--- src/rtl/load_cell_a2d.sv ---
// load_cell_a2d
//   Samples the left load cell, the right load cell and the battery divider from an
//   8-channel SPI A2D, one channel per conversion in round-robin order. Each result
//   is held in its own 12-bit register. The SPI master is built in: SCLK idles high,
//   frames are 16 bits, MSB first.
//   A conversion is two frames separated by a 2-clk gap. Both frames send the same
//   channel command. The first frame's read data is discarded, because the A2D
//   returns the channel addressed in the previous frame.
// Ports
//   clk, rst         system clock, asynchronous active-high reset
//   nxt              start a conversion of the next channel (ignored while busy)
//   MISO             A2D serial data out
//   SS_n/SCLK/MOSI   SPI chip select (active low), clock, command data
//   lft_ld/rght_ld   latest load-cell readings, 12-bit unsigned
//   batt             latest battery reading, 12-bit unsigned
//   busy             conversion in progress
//   done             1-clk pulse in the cycle a result register takes its new value
module load_cell_a2d #(
  parameter int unsigned SCLK_DIV = 16,
  parameter logic [2:0]  LFT_CH   = 3'd0,
  parameter logic [2:0]  RGHT_CH  = 3'd4,
  parameter logic [2:0]  BATT_CH  = 3'd5
) (
  input  logic        clk,
  input  logic        rst,
  input  logic        nxt,
  input  logic        MISO,
  output logic        SS_n,
  output logic        SCLK,
  output logic        MOSI,
  output logic [11:0] lft_ld,
  output logic [11:0] rght_ld,
  output logic [11:0] batt,
  output logic        busy,
  output logic        done
);

  localparam int unsigned HALF    = SCLK_DIV / 2;
  localparam int unsigned FRM_LEN = 17 * SCLK_DIV;
  localparam int unsigned CW      = $clog2(FRM_LEN + 1);
  localparam int unsigned DW      = $clog2(SCLK_DIV);

  localparam logic [CW-1:0] C_HALF = CW'(HALF);
  localparam logic [CW-1:0] C_BEND = CW'(HALF + 16 * SCLK_DIV);
  localparam logic [CW-1:0] C_LEN  = CW'(FRM_LEN);
  localparam logic [DW-1:0] K_RISE = DW'(HALF);

  typedef enum logic [1:0] {IDLE, FRM1, GAP, FRM2} state_t;

  state_t        state_q, state_d;
  logic [CW-1:0] cnt_q, cnt_d;
  logic [1:0]    ptr_q, ptr_d;       // 0 = left, 1 = right, 2 = battery
  logic          ss_n_q, ss_n_d;
  logic          sclk_q, sclk_d;
  logic          mosi_q, mosi_d;
  logic          busy_q, busy_d;
  logic          done_q, done_d;
  logic [11:0]   shift_q, shift_d;   // 16 bits shift through; only the low 12 survive
  logic [11:0]   lft_q, lft_d;
  logic [11:0]   rght_q, rght_d;
  logic [11:0]   batt_q, batt_d;

  logic [2:0]    cur_ch;
  logic [15:0]   cmd;
  logic [CW-1:0] k;                  // clocks since the end of the front porch
  logic [3:0]    bit_idx;
  logic          in_bits;

  assign cur_ch  = (ptr_q == 2'd0) ? LFT_CH : (ptr_q == 2'd1) ? RGHT_CH : BATT_CH;
  assign cmd     = {2'b00, cur_ch, 11'h000};
  assign k       = cnt_q - C_HALF;
  assign bit_idx = k[DW+3:DW];
  assign in_bits = (cnt_q >= C_HALF) && (cnt_q < C_BEND);

  // All outputs are registered. The value computed for frame count c is visible
  // from the next edge on. This makes done land 34*D+3 clks after nxt is sampled.
  always_comb begin
    state_d = state_q;
    cnt_d   = cnt_q;
    ptr_d   = ptr_q;
    ss_n_d  = ss_n_q;
    sclk_d  = sclk_q;
    mosi_d  = mosi_q;
    busy_d  = busy_q;
    done_d  = 1'b0;
    shift_d = shift_q;
    lft_d   = lft_q;
    rght_d  = rght_q;
    batt_d  = batt_q;
    case (state_q)
      IDLE: begin
        ss_n_d = 1'b1;
        sclk_d = 1'b1;
        if (nxt) begin
          state_d = FRM1;
          cnt_d   = '0;
          busy_d  = 1'b1;
        end
      end
      FRM1, FRM2: begin
        if (cnt_q == C_LEN) begin
          // Only FRM2 reaches this count. It is the cycle that raises SS_n and publishes the result.
          ss_n_d  = 1'b1;
          sclk_d  = 1'b1;
          busy_d  = 1'b0;
          done_d  = 1'b1;
          state_d = IDLE;
          case (ptr_q)
            2'd0:    lft_d  = shift_q;
            2'd1:    rght_d = shift_q;
            default: batt_d = shift_q;
          endcase
          ptr_d = (ptr_q == 2'd2) ? 2'd0 : ptr_q + 2'd1;
        end else begin
          ss_n_d = 1'b0;
          sclk_d = 1'b1;
          if (in_bits) begin
            // First half of each SCLK period is low: the top bit of the phase gives the level.
            sclk_d = k[DW-1];
            if (k[DW-1:0] == '0)
              mosi_d = cmd[4'd15 - bit_idx];
            if ((state_q == FRM2) && (k[DW-1:0] == K_RISE))
              shift_d = {shift_q[10:0], MISO};
          end
          cnt_d = cnt_q + 1'b1;
          if ((state_q == FRM1) && (cnt_q == C_LEN - 1'b1)) begin
            state_d = GAP;
            cnt_d   = '0;
          end
        end
      end
      GAP: begin
        ss_n_d = 1'b1;
        sclk_d = 1'b1;
        cnt_d  = cnt_q + 1'b1;
        if (cnt_q == CW'(1)) begin
          state_d = FRM2;
          cnt_d   = '0;
        end
      end
      default: state_d = IDLE;
    endcase
  end

  always_ff @(posedge clk or posedge rst) begin
    if (rst) begin
      state_q <= IDLE;
      cnt_q   <= '0;
      ptr_q   <= 2'd0;
      ss_n_q  <= 1'b1;
      sclk_q  <= 1'b1;
      mosi_q  <= 1'b0;
      busy_q  <= 1'b0;
      done_q  <= 1'b0;
      shift_q <= '0;
      lft_q   <= '0;
      rght_q  <= '0;
      batt_q  <= '0;
    end else begin
      state_q <= state_d;
      cnt_q   <= cnt_d;
      ptr_q   <= ptr_d;
      ss_n_q  <= ss_n_d;
      sclk_q  <= sclk_d;
      mosi_q  <= mosi_d;
      busy_q  <= busy_d;
      done_q  <= done_d;
      shift_q <= shift_d;
      lft_q   <= lft_d;
      rght_q  <= rght_d;
      batt_q  <= batt_d;
    end
  end

  assign SS_n    = ss_n_q;
  assign SCLK    = sclk_q;
  assign MOSI    = mosi_q;
  assign busy    = busy_q;
  assign done    = done_q;
  assign lft_ld  = lft_q;
  assign rght_ld = rght_q;
  assign batt    = batt_q;

endmodule
--- config.mk ---
export PLATFORM = sky130hd
export DESIGN_NAME = load_cell_a2d
export DESIGN_NICKNAME = d
export VERILOG_FILES = /design/src/rtl/load_cell_a2d.sv
export SDC_FILE = /design/constraint.sdc
export NUM_CORES = 1
export LEC_CHECK = 0
export ABC_CLOCK_PERIOD_IN_PS = 3500
export CORE_MARGIN = 1
export CORE_UTILIZATION = 50
export CTS_CLUSTER_DIAMETER = 150
export DETAILED_ROUTE_END_ITERATION = 8
export PLACE_DENSITY = 0.76
export SYNTH_ARGS = -nofsm -noshare
export SYNTH_HDL_FRONTEND = slang
export SYNTH_SLANG_ARGS = --single-unit
--- constraint.sdc ---
create_clock -name clk -period 3.5 [get_ports clk]
set_input_delay 0.875 -clock clk [delete_from_list [all_inputs] [get_ports clk]]
set_output_delay 0.875 -clock clk [all_outputs]
set_load 0.05 [all_outputs]
Word level (Yosys, flattened, before mapping)
Index checks and enable logic that the tools add are counted.
{ "word_totals": {"regBits": 66, "input_bits": 4, "wordCells": 78} }
{ "op_classes": {"addsub": 4, "n_lt_le_gt_ge": 3, "n_eq_ne": 14, "muxes": 24, "n_bitwise": 2, "reduce_logical": 19} }
{ "ops": {"columns": ["operator", "n"], "rows": [
  ["9-bit two-way mux", 4],
  ["9-bit case mux with 3 select lines", 1],
  ["9-bit == test, second input constant", 2],
  ["3-bit AND reduction", 5],
  ["2-bit two-way mux", 5],
  ["9-bit by 1-bit adder with 9-bit output, second input constant", 1],
  ["9-bit by 1-bit == test with 1-bit output, second input constant", 1],
  ["9-bit by 4-bit greater-or-equal comparator with 1-bit output, second input constant", 1],
  ["9-bit < comparator, second input constant", 1],
  ["1-bit two-way mux", 8],
  ["2-bit != test, second input constant", 4],
  ["4-bit AND reduction", 2],
  ["8-bit by 4-bit subtractor with 8-bit output, second input constant", 1],
  ["2-bit == test, second input constant", 3],
  ["1-bit case mux with 2 select lines", 3],
  ["2-bit case mux with 3 select lines", 1],
  ["2-bit OR reduction", 3],
  ["4-bit by 5-bit < comparator with 1-bit output, second input constant", 1],
  ["1-bit binary-select mux with 4-bit select", 1],
  ["2-bit by 1-bit == test with 1-bit output, second input constant", 2],
  ["4-bit == test, second input constant", 1],
  ["2-bit zero test", 2],
  ["4-bit zero test", 1],
  ["2-bit AND reduction", 2],
  ["other kinds (7)", 10]
]} }

Depth between registers and ports, before layout
{ "logic_depth": {"ltp_word": 5, "ltp_mapped": 8} }

Least setup slack after synthesis
No wires, ideal clock.
{ "synth_timing": {"path_kind": "flip-flop to flip-flop", "from": "register cnt_q[3]", "to": "register shift_q[0]", "setup_ns": 0.125, "arrival_ns": 2.332, "setup_slack_ns": 1.043, "stages_incl_launch_ff": 9, "period_less_slack_ns": 2.457, "cell_sequence": "dfrtp_1 -> clkbuf_1 -> inv_1 -> ha_1 -> or4b_1 -> a311o_1 -> nand4b_1 -> buf_4 -> mux2_2"} }
{ "synth_between": {"elab_chain_len": 4} }
{ "synth_rtl": {"columns": ["element", "line", "rtl"], "rows": [
  ["start, declared", "51", "logic [CW-1:0] cnt_q, cnt_d;"],
  ["start signal, assigned", "161", "cnt_q <= cnt_d;"],
  ["8-bit by 4-bit subtractor with 8-bit output", "71", "assign k = cnt_q - C_HALF;"],
  ["4-bit == test", "122", "if ((state_q == FRM2) && (k[DW-1:0] == K_RISE))"],
  ["1-bit logical AND", "122", null],
  ["4-bit AND reduction (no line) (*)", null, null],
  ["end signal, assigned", "168", "shift_q <= shift_d;"],
  ["end, declared", "58", "logic [11:0] shift_q, shift_d;"]
]} }
Every way passes the cells marked *; elsewhere a longest branch is shown, timed or not.
A chain may end at the register's enable or synchronous reset.

Worst setup path in the final report
{ "layout_timing": {"from": "register cnt_q[4]", "to": "register shift_q[9]"} }
{ "layout_between": {"elab_chain_len": 3} }
{ "layout_rtl": {"columns": ["element", "line", "rtl"], "rows": [
  ["9-bit by 4-bit greater-or-equal comparator with 1-bit output, or another cell as far along", "73", "assign in_bits = (cnt_q >= C_HALF) && (cnt_q < C_BEND);"],
  ["1-bit logical AND or 1-bit NOT (tied branches)", null, null],
  ["4-bit AND reduction (no line) (*)", null, null]
]} }
Marks and branches as above.

==> metrics.cfg <==
[global_routing]
grt_pass1_wl_mm = 9.62
globalRouteMet2Util = 0.289
grt_start_max_net_pins = 67
antenna_found_initial = 0
met1_usage = 0.294
grt_overflow_total = 0
grt_use_total = 0.205
use_met3 = 0.0391
grt_pass1_vias = 1874
busiest_layer = met1

[clock_network]
cts_resized = 0
post_cts_buffers = 0
clockBufferDepth = 2
cts_tree = built
root_buffer = clkbuf_8
clk_pin_slew_ps = 80
numCtsBuffers = 9
insertion_delay_ps = 340
clock_sinks = 66
cts_htree_levels = 3
postCtsHoldBufs = 0

[floorplan]
die_y_um = 79.1
num_rows = 27
core_um2 = 5610
io_pins = 45
dieWidth_um = 79.1
die_area_um2 = 6250
start_util = 0.529

[worst_setup_path]
cp_cell_sequence = inv_1 -> ha_1 -> or4b_1 -> a21oi_1 -> nand4b_1 -> mux2_2
reg2reg_depth = 6
critical_path_class = reg2reg
end_kind = register
critPathRequiredTime_ps = 3720
start_kind = register
cp_max_fo = 12
slowest_delay_ps = 580
crit_arrival_ps = 3200
crit_slowest_cell = nand4b_1

[finish]
diodes = 0
drive_above_1_share = 0.282
mostFrequentLayoutCells = 64 x dfrtp_1, 44 x clkdlybuf4s50_1, 40 x mux2_2
final_common_cell = dfrtp_1
final_nets = 281
syn_to_final_growth_pct = 23.8

[route]
vias = 1890
via_per_inst = 5.42
routed_wl_mm = 5.58
wire_per_inst_um = 16.0
drt_pass1_iterations = 4
drc = 0
drt_iter0_markers = 251
ant_nets = 0

[power_and_ir_drop]
p_leak_nw = 1.76
peakVddDrop_v = 0.000334
total_power_w = 0.00227
cellPowerDensity_nw_per_um2 = 617

[timing]
fin_setup_tns_ps = 0
final.period_utilization = 0.849
finClkSkew_ps = 8.96
period_needed_ps = 2970
fmax_mhz = 337
finalMaxSlewViolations = 0
hold_viol_final = 0
worst_pin_slew_ps = 814
rsz0062_at_grt = false
slew_headroom = 0.457
setup_viol = 0
whs_ps = 508

[logic_synthesis]
yosys_warnings = 0
seq_area_frac_synth = 0.557
async_flop_share = 1.00
synth_ff_type = dfrtp_1
ys_seq_elements = 66
syn-cell-area_um2 = 2970
synth_nets = 236
netlist_instances = 227
yosys.cell_types.count = 46
syn_avg_cell_area_um2 = 13.1
synth_edf_count = 0

[hold_path]
whs_path_depth = 1
min_path_type = reg2reg

[place]
place.gp.congestion = 0.869
dpl.hpwl_mm = 3.61
io_buffers = 44

[outcome]
status = complete, no violations

[flow_run]
drv_cap = 0

==> report_power, final <==
part           switching [W]  internal [W]
clock network       0.000297      0.000476
registers           0.000152      0.000849
logic               0.000270      0.000225
==> layer usage <==
layer | vias to the layer above | part of all wire
li1 | 887 | -
met1 | 926 | 0.48
met2 | 63 | 0.45
met3 | 14 | 0.044
met4 | 0 | 0.025
met5 | - | 0
==> logic make-up (layout without fill, tap and decap cells) <==
logic type	count (synthesis)	after routing	synth area share
buffers and inverters	24	74	0.0430
DFF	66	66	0.557
xor gates and xnor gates	8	8	0.0236
muxes	49	49	0.197
and+or+nand+nor	46	46	0.0940
AOI/OAI and AO/OA	29	29	0.0641
adders and majority gates	5	5	0.0211
==> synthesized netlist by cell type (2+ instances only) <==
cell,n,area [µm²]
o21ai_0,10,50.1
nor3_1,3,15.0
mux2_2,40,450
mux2_4,9,135
xnor2_1,8,70.1
o31ai_1,3,22.5
or3_1,2,12.5
inv_1,11,41.3
buf_4,3,22.5
nand3_1,4,20.0
ha_1,5,62.6
clkbuf_1,4,15.0
buf_6,3,33.8
nand2_1,17,63.8
dfstp_2,2,52.6
a21oi_1,4,20.0
buf_2,2,10.0
nor2_1,6,22.5
dfrtp_1,64,1600
==> worst max-delay path, delay by kind of cell, from the launching register on <==
| family | cells | cell delay (ps) |
|---|---|---|
| compound gates | 1 | 310 |
| fa+ha+maj | 1 | 260 |
| buf+inv | 1 | 210 |
| flops | 1 | 500 |
| mux | 1 | 490 |
| simple gates | 2 | 1090 |
==> stage by stage <==
step           instances   util  instance area, µm²  setup WS, ps
2_1_floorplan        227      -                2970           974
3_3_place_gp         333  0.612                3430           680
3_5_place_dp         333  0.612                3430           560
4_1_cts              349  0.656                3680           519
5_1_grt              349  0.656                3680           265
6_report             349  0.656                3680           528
==> area by class of cell <==
type,instances,area [µm²]
inverter,12,46.3
tap,72,90.1
timing repair buffer,46,455
clock inverter,6,115
fill,459,1930
clock buffer,10,128
multi-input combinational,137,1190
sequential,66,1650
==> registers in the layout (all words and copies together) (netlist names), 2 cells and up <==
| register | cells |
|---|---|
| rght_ld | 12 |
| lft_ld | 12 |
| shift_q | 12 |
| ptr_q | 2 |
| cnt_q | 9 |
| state_q | 2 |
| batt | 12 |
==> final timing paths <==
path | from | endpoint | slack [ps]
worst min-delay path | batt[3]$_DFFE_PP0P_ | batt[3]$_DFFE_PP0P_ | 510
min in group asynchronous | rst | lft_ld[5]$_DFFE_PP0P_ | 1090
worst min register to register | batt[3]$_DFFE_PP0P_ | batt[3]$_DFFE_PP0P_ | 510
worst max-delay path | cnt_q[4]$_DFFE_PP0P_ | shift_q[9]$_DFFE_PP0P_ | 530
max in group asynchronous | rst | shift_q[5]$_DFFE_PP0P_ | 1870
worst max register to register | cnt_q[4]$_DFFE_PP0P_ | shift_q[9]$_DFFE_PP0P_ | 530
Note: power is estimated with default switching activity, not from simulation.
